[src/rtl/unpack_rq0_ctrl.sv]
// Sequencer for unpack_rq0: fetches packed h words over req/gnt and steps the datapath once per word.
// First dp_en comes two cycles after the first grant; pk_gnt gaps stall dp_en without dropping data.
module unpack_rq0_ctrl #(
    parameter int N_PAIRS   = 350,
    parameter int ADDR_W    = 9,
    parameter int BASE_ADDR = 0,
    parameter int COEF_W    = 13,
    parameter int TIMEOUT   = 8
) (
    input  logic                  clk,
    input  logic                  rst_n,
    input  logic                  start,
    output logic                  busy,
    output logic                  done,
    output logic                  error,
    output logic                  pk_req,
    output logic [ADDR_W-1:0]     pk_addr,
    input  logic                  pk_gnt,
    input  logic [2*COEF_W-1:0]   pk_rdata,
    output logic                  dp_rst,
    output logic                  dp_en,
    output logic [COEF_W-1:0]     dp_even,
    output logic [COEF_W-1:0]     dp_odd,
    input  logic                  odd_done,
    input  logic                  even_done
);
    localparam int CNT_W = $clog2(N_PAIRS + 1);
    localparam int TMO_W = $clog2(TIMEOUT + 1);
    localparam logic [ADDR_W-1:0] FIRST_ADDR = ADDR_W'(BASE_ADDR);
    localparam logic [ADDR_W-1:0] LAST_ADDR  = ADDR_W'(BASE_ADDR + N_PAIRS - 1);
    localparam logic [CNT_W-1:0]  PAIRS      = CNT_W'(N_PAIRS);
    localparam logic [TMO_W-1:0]  TMO_LAST   = TMO_W'(TIMEOUT - 1);

    typedef enum logic [2:0] {
        S_IDLE,
        S_INIT,
        S_STREAM,
        S_FINAL,
        S_DONE
    } state_t;

    state_t              state_q;
    logic                err_q;
    logic                pend_q;
    logic                rd_ptr_q;
    logic                wr_ptr_q;
    logic                fin_en_q;
    logic [1:0]          occ_q;
    logic [1:0]          occ_d;
    logic [CNT_W-1:0]    issued_q;
    logic [CNT_W-1:0]    step_q;
    logic [ADDR_W-1:0]   addr_q;
    logic [TMO_W-1:0]    tmo_q;
    logic [2*COEF_W-1:0] fifo_q [2];

    logic                stream;
    logic                pop;
    logic                grant;
    logic                flag_err;
    logic [1:0]          occ_after_pop;
    logic [2*COEF_W-1:0] head;

    always_comb begin
        stream        = (state_q == S_STREAM);
        pop           = stream && (occ_q != 2'd0);
        // A pop in this cycle frees its slot for a new request, keeping one pair per cycle.
        occ_after_pop = occ_q - {1'b0, pop};
        pk_req        = stream && (issued_q < PAIRS) && ((occ_after_pop + {1'b0, pend_q}) < 2'd2);
        grant         = pk_req && pk_gnt;
        occ_d         = occ_after_pop + {1'b0, pend_q};
        head          = fifo_q[rd_ptr_q];
        dp_en         = pop || ((state_q == S_FINAL) && fin_en_q);
        dp_even       = pop ? head[COEF_W-1:0] : '0;
        dp_odd        = pop ? head[2*COEF_W-1:COEF_W] : '0;
        flag_err      = stream && (step_q < PAIRS) && (odd_done || even_done);
        busy          = (state_q != S_IDLE) && (state_q != S_DONE);
        done          = (state_q == S_DONE);
        error         = err_q;
        dp_rst        = (state_q == S_IDLE) || (state_q == S_INIT);
        pk_addr       = addr_q;
    end

    always_ff @(posedge clk or negedge rst_n) begin
        if (!rst_n) begin
            state_q   <= S_IDLE;
            err_q     <= 1'b0;
            pend_q    <= 1'b0;
            rd_ptr_q  <= 1'b0;
            wr_ptr_q  <= 1'b0;
            fin_en_q  <= 1'b0;
            occ_q     <= 2'd0;
            issued_q  <= '0;
            step_q    <= '0;
            addr_q    <= FIRST_ADDR;
            tmo_q     <= '0;
            fifo_q[0] <= '0;
            fifo_q[1] <= '0;
        end else begin
            if (pend_q) begin
                fifo_q[wr_ptr_q] <= pk_rdata;
                wr_ptr_q         <= ~wr_ptr_q;
            end
            if (pop) begin
                rd_ptr_q <= ~rd_ptr_q;
                step_q   <= step_q + 1'b1;
            end
            occ_q  <= occ_d;
            pend_q <= grant;
            if (grant) begin
                issued_q <= issued_q + 1'b1;
                if (addr_q != LAST_ADDR) begin
                    addr_q <= addr_q + 1'b1;
                end
            end
            if (flag_err) begin
                err_q <= 1'b1;
            end

            case (state_q)
                S_IDLE, S_DONE: begin
                    if (start) begin
                        state_q <= S_INIT;
                        err_q   <= 1'b0;
                    end
                end
                S_INIT: begin
                    pend_q   <= 1'b0;
                    rd_ptr_q <= 1'b0;
                    wr_ptr_q <= 1'b0;
                    occ_q    <= 2'd0;
                    issued_q <= '0;
                    step_q   <= '0;
                    addr_q   <= FIRST_ADDR;
                    tmo_q    <= '0;
                    fin_en_q <= 1'b0;
                    state_q  <= S_STREAM;
                end
                S_STREAM: begin
                    if (pop && (step_q == PAIRS - 1'b1)) begin
                        state_q  <= S_FINAL;
                        fin_en_q <= 1'b1;
                        tmo_q    <= '0;
                    end
                end
                S_FINAL: begin
                    // The timeout window starts with the extra enable cycle itself.
                    fin_en_q <= 1'b0;
                    if (fin_en_q && !odd_done) begin
                        err_q <= 1'b1;
                    end
                    if (!fin_en_q && even_done) begin
                        state_q <= S_DONE;
                    end else if (tmo_q == TMO_LAST) begin
                        err_q   <= 1'b1;
                        state_q <= S_DONE;
                    end else begin
                        tmo_q <= tmo_q + 1'b1;
                    end
                end
                default: state_q <= S_IDLE;
            endcase
        end
    end
endmodule

[config.mk]
export PLATFORM = sky130hd
export DESIGN_NAME = unpack_rq0_ctrl
export DESIGN_NICKNAME = d
export VERILOG_FILES = /design/src/rtl/unpack_rq0_ctrl.sv
export SDC_FILE = /design/constraint.sdc
export NUM_CORES = 1
export LEC_CHECK = 0
export CAP_MARGIN = 15
export CORE_ASPECT_RATIO = 1.1
export CORE_UTILIZATION = 54
export DETAILED_ROUTE_END_ITERATION = 10
export GPL_TIMING_DRIVEN = 0
export HOLD_SLACK_MARGIN = 0.15
export PLACE_DENSITY = 0.81
export SYNTH_ARGS = -nofsm -noshare
export SYNTH_HDL_FRONTEND = slang
export SYNTH_SLANG_ARGS = --single-unit
[constraint.sdc]
create_clock -name clk -period 3.43 [get_ports clk]
set_input_delay 0.5145 -clock clk [delete_from_list [all_inputs] [get_ports clk]]
set_output_delay 0.5145 -clock clk [all_outputs]
set_load 0.05 [all_outputs]
[After elaboration in Yosys (flattened, before gate mapping)]
Cells that the tools add are included.
Operators by class
  add/sub/neg operators: 6
  magnitude comparators: 6
  eq/ne operators: 13
  mux-type cells: 38
  bitwise operators: 4
  reductions and logical operators: 32
Operator list (number)
  26-bit two-way mux: 4
  9-bit two-way mux: 7
  52-bit bitwise mux: 1
  9-bit by 1-bit adder with 9-bit output, second input constant: 3
  26-bit demux with 1-bit select: 1
  13-bit two-way mux: 2
  9-bit < comparator, second input constant: 2
  1-bit logical AND: 12
  3-bit two-way mux: 4
  4-bit two-way mux: 3
  3-bit one-hot mux with 4 select lines: 1
  4-bit one-hot mux with 3 select lines: 1
  2-bit nonzero test: 6
  1-bit two-way mux: 11
  9-bit == test, second input constant: 1
  9-bit != test, second input constant: 1
  3-bit by 2-bit == test with 1-bit output, second input constant: 2
  2-bit != test, second input constant: 3
  3-bit nonzero test: 2
  4-bit by 1-bit adder with 4-bit output, second input constant: 1
  4-bit by 3-bit == test with 1-bit output, second input constant: 1
  2-bit greater-or-equal comparator, second input constant: 2
  1-bit NOT with 2-bit output: 2
  1-bit one-hot mux with 2 select lines: 2
  other kinds (18): 24
Word-level totals
  register bits: 93
  input bits: 32
  output and inout bits: 41
  logic and storage cells: 112

[Longest topological paths before layout]
Gate-level depths: netlist of the first run.
  word-level depth: 9
  gate-level depth with buffers: 13
  gate-level depth less buffers: 11

[Least setup slack after synthesis of the first run]
Ideal clock, no wire load.
  kind: register to output
  start point: register occ_q[0]
  end point: output pk_req
  arrival time: 2.621 ns
  required time: 2.915 ns
  setup slack: 0.295 ns
  cell stages (with the launch flop): 11
  buffers on the path: 1
  path through: dfrtp_1 or2_2 clkbuf_1 nand2_1 inv_1 ha_1 inv_1 ha_1 xnor3_1 nand2_1 a21oi_1
Between the ends
  longest elaborated chain between the ends: 6
Ends and longest elaborated chain
  start, declared: RTL line 48  | logic [1:0] occ_q;
  start signal, assigned: RTL line 91  | occ_q <= 2'd0;
  start signal, assigned: RTL line 107  | occ_q <= occ_d;
  start signal, assigned: RTL line 130  | occ_q <= 2'd0;
  2-bit nonzero test: RTL line 65  | pop = stream && (occ_q != 2'd0);
  1-bit logical AND: RTL line 65
  2-bit by 1-bit subtractor with 2-bit output (*): RTL line 67  | occ_after_pop = occ_q - {1'b0, pop};
  2-bit by 1-bit adder with 2-bit output (*): RTL line 68  | pk_req = stream && (issued_q < PAIRS) && ((occ_after_pop + {1'b0, pend_q}) < 2'd2);
  2-bit < comparator (*): RTL line 68
  1-bit logical AND (*): RTL line 68
  end, declared: RTL line 16  | output logic pk_req,
Every way passes the cells marked *; elsewhere a longest branch is shown, timed or not.

[Worst setup path after layout of the first run]
  start point: register rd_ptr_q
  end point: output dp_even[7]
Between the ends
  longest elaborated chain between the ends: 5
Ends and longest elaborated chain
  start, declared: RTL line 45  | logic rd_ptr_q;
  start signal, assigned: RTL line 104  | rd_ptr_q <= ~rd_ptr_q;
  1-bit NOT with 2-bit output (not written as such): RTL line 71  | head = fifo_q[rd_ptr_q];
  26-bit two-way mux (not written as such) (3 in series): RTL line 71
  13-bit two-way mux: RTL line 73  | dp_even = pop ? head[COEF_W-1:0] : '0;
  end, declared: RTL line 22  | output logic [COEF_W-1:0] dp_even,
No other way between the ends. The select of a mux whose other input is x is not followed.

==> summary.md, run 1 <==
| Metric | Value |
|---|---|
| Pwr dens | 982.9 mW/mm^2 |
| DRC errors left | 0 |
| Max frequency | 308.2 MHz |
| RR Startpoint | occ_q[0] |
| DRT Wirelength | 9679 um |
| Non-Filler Instances | 616 |
| Vias in the first global route | 3484 |
| Combinational share of power | 53.8% |
| Seq pwr share | 33.0% |
| Max cap viols | 0 |
| FFs w/ async S/R, synth | 100.0% |
| Root buf cell | clkbuf_8 |
| Post-route antenna net violation count | 0 |
| Crit Path Max Fanout | 10 |
| Layout cells sized above 1 | 17.03% |
| Worst-Skew Late Latency | 0.36 ns |
| Final Power | 5.651 mW |
| Die width | 90.44 um |
| TritonCTS clock tree | built |
| GR Util All Layers | 22.98% |
| Worst-Margin Slew | 0.6722 ns |
| Drt first-iter violations | 145 |
| Ys flop type | dfrtp_1 |
| Post-synthesis cell area | 0.004646 mm^2 |
| Critical Path RT | 2.92 ns |
| Number of flops mapped to enable cells by yosys | 0 |
| IO Pins | 73 |
| Critical path startpoint category | flop |
| Nets | 540 |
| WP data arrival | 2.73 ns |
| Global placer's final weighted congestion | 0.8561 |
| NetSw | 2.519 mW |
| Hpwl dp | 6759 um |
| Final period utilization | 94.58% |
| Worst reg2reg path depth | 13 |
| Final hold viol count | 0 |
| Fin. max-slew vios | 0 |
| Die Y | 99.28 um |
| Area contributors post-synth | dfrtp_1 50%, mux2_2 13%, mux2i_1 6.7%, nor2_1 3.5%, ha_1 2.2% |
| Setup violators final | 0 |
| CP startpoint | rd_ptr_q |
| Post-synthesis register bit count | 93 |
| Longest Clk Path Bufs | 2 |
| Launch point of the worst hold path | fifo_q[51] |
| Post-synth top area share | 50.09% |
| Crit end category | output pin |
| Worst vdd ir | 0.0007368 V |
| Status | finished, final reports clean |
| Drt pass-1 iters | 4 |
| Die Area | 0.008978 mm^2 |
| Crit Path Category | reg2out |
| Global-route wire length before repair | 16370 um |
| ANT cells | 0 |
| Initial Utilization | 55.54% |
| Worst hold path type | reg2reg |
| Largest net degree at the start of global routing | 62 |
| Cell accounting for the most synthesized area | dfrtp_1 |
| Avg Cell Area, Syn | 11.22 um^2 |
| Hold worst-path end | fifo_q[51] |
| Grt total ovfl | 0 |
| Crit path time final | 3.244 ns |
| CTS Sinks | 93 |
| P_leak | 2.437 nW |
| Initial antenna violation count | 0 |
| RSZ-0062 raised after global routing | false |
| Hold depth | 1 |
| P&R area growth vs syn | 23.75% |
| Post-synth cell types | 49 |
| Register area share after synthesis | 50.09% |
| Reg2reg end | issued_q[2] |
| CTS H-tree depth | 3 |
| Placed cells | 598 |
| Cell Rows | 35 |
| Flop2flop setup slack | 0.47 ns |
| Vias/cell | 5.563 |
| Cell count after synthesis | 414 |
| I/O Buffers | 72 |
| Mapped Nets | 454 |
| Sw frac | 44.57% |
| Ys Warns | 0 |
| Drt wl/cell | 15.71 um |
| Int Pwr | 3.132 mW |
| Core area | 0.008364 mm^2 |
| TritonCTS Buffers | 9 |
| Design area | 0.005749 mm^2 |
| Power share of the clock group | 13.1% |
| Setup Skew | 0.01335 ns |
| Placed instance area | 0.005530 mm^2 |
| Routed vias | 3427 |
| Worst-path clk slew | 0.09 ns |
| Worst rel slew slack | 55.19% |
-- power by group through the flow --
stage | combinational [mW] | clock, mW | sequential [mW]
floorplan | 2.12 | 0 | 1.91
global placement | 2.98 | 0 | 1.85
detailed placement | 3.03 | 0 | 1.89
CTS | 3.06 | 0.759 | 1.86
global route | 3.26 | 0.797 | 1.93
finish | 3.04 | 0.742 | 1.87
-- flip-flops by register name (all words and copies together) (netlist names) --
name,flops
fifo_q,52
issued_q,9
pk_addr,9
step_q,9
tmo_q,4
state_q,3
occ_q,2
error,1
fin_en_q,1
pend_q,1
rd_ptr_q,1
wr_ptr_q,1
-- stage by stage --
step | hold slack [ns] | worst slack, ns | setup TNS [ns] | utilization, %
6_report | 0.5120 | 0.1858 | 0 | 68.74
5_1_grt | 0.5230 | 0.01303 | 0 | 68.74
4_1_cts | 0.5162 | 0.03594 | 0 | 68.66
3_5_place_dp | 0.4945 | -0.1922 | -0.1922 | 66.12
3_3_place_gp | 0.4860 | -1.533 | -141.93 | 65.82
2_1_floorplan | 0.2189 | 0.2948 | 0 | -
-- cells in the final DEF (no fill, tap or decap), types with 4 or more instances in the layout --
cell	count
a21oi_1	16
clkbuf_1	16
clkbuf_8	9
clkdlybuf4s50_1	70
dfrtp_1	93
ha_1	8
inv_1	14
mux2_2	53
mux2i_1	31
nand2_1	20
nand2b_1	4
nand3_1	12
nand4_1	8
nor2_1	43
nor2b_1	4
nor3_1	5
nor4_1	4
nor4b_1	4
o21ai_0	12
o31ai_1	9
or4_1	10
xnor2_1	4
-- worst max-delay path, stage by stage (launching register included) --
cell	delay [ns]
dfrtp_1	0.32
clkbuf_1	0.51
clkbuf_2	0.44
mux2i_1	0.14
nor2_1	0.13
clkdlybuf4s50_1	0.82
-- kinds of logic after synthesis --
group           share of synthesized area (%)
buf+inv                                 2.855
simple gates                            16.19
xor+xnor                                1.804
compound gates                          7.380
fa+ha+maj                               2.155
mux                                     19.53
flops                                   50.09
-- synth_stat cells, drive strengths merged, types with 3 or more instances --
cell type	count
or2	3
xor2	3
nor4b	4
clkbuf	16
inv	14
ha	8
mux2i	31
or4	10
xnor2	4
nand3	12
buf	3
mux2	53
o21ai	12
nand2b	4
and2	3
nand2	21
and3	3
o31ai	9
nor2b	4
nor2	43
nor3	5
nor4	5
dfrtp	93
nand4	8
a21oi	16
-- final cells by class --
class / instances / area [um^2]
tap: 111 / 138.9
multi-input combinational: 288 / 2190
fill: 604 / 2615
buffer: 19 / 82.58
clock buffer: 10 / 127.6
sequential: 93 / 2327
inverter: 14 / 52.55
clock inverter: 6 / 70.07
timing repair buffer: 75 / 760.7
-- timing repair --
| item | CTS | global route |
|---|---|---|
| cloned | 0 | 0 |
| hold buffers | 1 | 0 |
| hold endpoints to repair | 32 | 0 |
| endpoints found under the setup margin | 22 | 1 |
| buffers inserted | 1 | 0 |
| resized for setup | 7 | 3 |
-- worst max path at each step --
stage	endpoint	slack, ns
global route	dp_odd[1]	0.01
global placement	fifo_q[35]	-1.53
finish	dp_even[7]	0.19
CTS	pk_req	0.04
detailed placement	pk_req	-0.19
floorplan	pk_req	0.29
-- per-layer routing --
layer | part of all wire [%] | GRT usage, % | vias up
li1 | - | - | 1668
met1 | 43 | 28.35 | 1675
met2 | 50 | 39.17 | 76
met3 | 5.6 | 7.110 | 8
met4 | 0.74 | 6.576 | 0
met5 | 0 | 0 | -
Power figures use the tool's default switching activity.
==> run 2, diff against run 1 <==
Settings changed: CTS_BUF_LIST set to sky130_fd_sc_hd__clkbuf_8 sky130_fd_sc_hd__clkbuf_16.
==> run 2 against run 1 <==
Count of clock-buffer cells in the layout decreased by 1. Die area unchanged. Largest power group unchanged. Core utilization unchanged. Combinational power about the same. Maximum frequency is the same. Sequential cell count unchanged. Routed wire length is essentially flat. Critical path depth is the same.
==> summary.md, run 2 (synthesized netlist as in run 1, its figures left out) <==
| Metric | Value |
|---|---|
| Post-route setup slack | 0.1858 ns |
| Max frequency | 308.2 MHz |
| GR Util All Layers | 22.98% |
| Crit Path Category | reg2out |
| Longest Clk Path Bufs | 2 |
| Vias/cell | 5.563 |
| ANT cells | 0 |
| Total negative slack | 0 ns |
| Worst rel slew slack | 55.19% |
| Setup violators final | 0 |
| I/O Buffers | 72 |
| Worst hold path type | reg2reg |
| Max cap viols | 0 |
| Nets | 540 |
| Layout cells sized above 1 | 17.03% |
| Hpwl dp | 6759 um |
| Critical Path RT | 2.92 ns |
| Die Y | 99.28 um |
| Final period utilization | 94.58% |
| Fillers | 604 |
| P&R area growth vs syn | 23.75% |
| Crit Path Max Fanout | 10 |
| Final hold viol count | 0 |
| Cell Rows | 35 |
| Multi-input logic area | 0.002190 mm^2 |
| Worst-Skew Late Latency | 0.36 ns |
| Root buf cell | clkbuf_8 |
| TritonCTS Buffers | 9 |
| P_leak | 2.441 nW |
| Core area | 0.008364 mm^2 |
| Drt first-iter violations | 145 |
| Die Area | 0.008978 mm^2 |
| Drt pass-1 iters | 4 |
| Die width | 90.44 um |
| Post-route antenna net violation count | 0 |
| Crit path time final | 3.244 ns |
| Sequential cell area | 0.002327 mm^2 |
| Worst-Margin Slew | 0.6722 ns |
| DRT Wirelength | 9680 um |
| Hold Worst Slack | 0.5120 ns |
| Worst-path clk slew | 0.09 ns |
| Drt wl/cell | 15.71 um |
| Placement Setup Slack | -0.1922 ns |
| Largest net degree at the start of global routing | 62 |
| Initial antenna violation count | 0 |
| Setup Skew | 0.01335 ns |
| Final Power | 5.648 mW |
| TritonCTS clock tree | built |
| Commonest non-fill, non-tap cells in the layout | 93 x dfrtp_1, 70 x clkdlybuf4s50_1, 53 x mux2_2, 43 x nor2_1, 31 x mux2i_1 |
| Design area | 0.005749 mm^2 |
| IO Pins | 73 |
| WP data arrival | 2.73 ns |
| RSZ-0062 raised after global routing | false |
| CTS Sinks | 93 |
| Status | finished, final reports clean |
| Max reg flops | 52 |
| Placed instance area | 0.005530 mm^2 |
| Fin util | 68.74% |
| Commonest non-fill, non-tap cell in the layout | dfrtp_1 |
| Routed vias | 3427 |
| Vias in the first global route | 3484 |
| Critical path startpoint category | flop |
| CTS H-tree depth | 3 |
| Grt total ovfl | 0 |
| Worst vdd ir | 0.0007328 V |
| Fin. max-slew vios | 0 |
| Initial Utilization | 55.54% |
| Placed cells | 598 |
| Reg with most FFs | fifo_q |
| DRC errors left | 0 |
| Global placer's final weighted congestion | 0.8561 |
| Global-route wire length before repair | 16370 um |
| Pwr dens | 982.4 mW/mm^2 |
| Non-Filler Instances | 616 |
| Crit end category | output pin |
run 2: cell types whose count changed in the layout (fill, tap and decap cells not counted), sizes merged:
cell	before	now
inv	16	17
clkbuf	27	26
run 2: layout make-up:
cell class	instances	area share, %
plain buffers	19	1.436
clock buffers	9	2.155
repair buffers	75	13.23
well taps	111	2.416
clock inverters	7	1.284
inverters	14	0.9140
multi-input cells	288	38.08
flip-flops and latches	93	40.48
run 2: final timing paths:
kind | from | end | slack, ns | cells after the start
max | rd_ptr_q | dp_even[7] | 0.19 | 5
min | fifo_q[51] | fifo_q[51] | 0.51 | 1
max reg2reg | occ_q[0] | issued_q[2] | 0.47 | 13
min reg2reg | fifo_q[51] | fifo_q[51] | 0.51 | 1
max in group asynchronous | rst_n | fifo_q[40] | 2.15 | 3
min in group asynchronous | rst_n | step_q[4] | 0.65 | 2
run 2: power by group:
group / switching, mW / leakage, nW / internal, mW
sequential: 0.318 / 1.16 / 1.55
clock: 0.400 / 0.0937 / 0.339
combinational: 1.80 / 1.19 / 1.24
total: 2.52 / 2.44 / 3.13
run 2: metal layers:
metal	routed length, um	GRT usage (%)	part of all wire (%)	vias up
met3	541	7.110	5.6	8
met2	4858	39.17	50	76
met1	4208	28.35	43	1675
li1	-	-	-	1668
met4	72	6.576	0.74	0
met5	0	0	0	-
run 2: what timing repair did:
action | 4_1_cts | 5_1_grt
pin swaps | 0 | 0
hold buffers | 1 | 0
gates resized for setup | 7 | 3
buffers inserted | 1 | 0
endpoints found under the setup margin | 22 | 1
hold endpoints to repair | 32 | 0
run 2: worst max-delay path, stage by stage (launching register included):
cell and delay [ns]:
dfrtp_1 0.32, clkbuf_1 0.51, clkbuf_2 0.44, mux2i_1 0.14
nor2_1 0.13, clkdlybuf4s50_1 0.82
==> run 3, diff against run 2 <==
Settings changed: CTS_CLUSTER_SIZE set to 14.
==> results of run 3 <==
No change in the layout: final DEF, timing and power equal those of run 2.
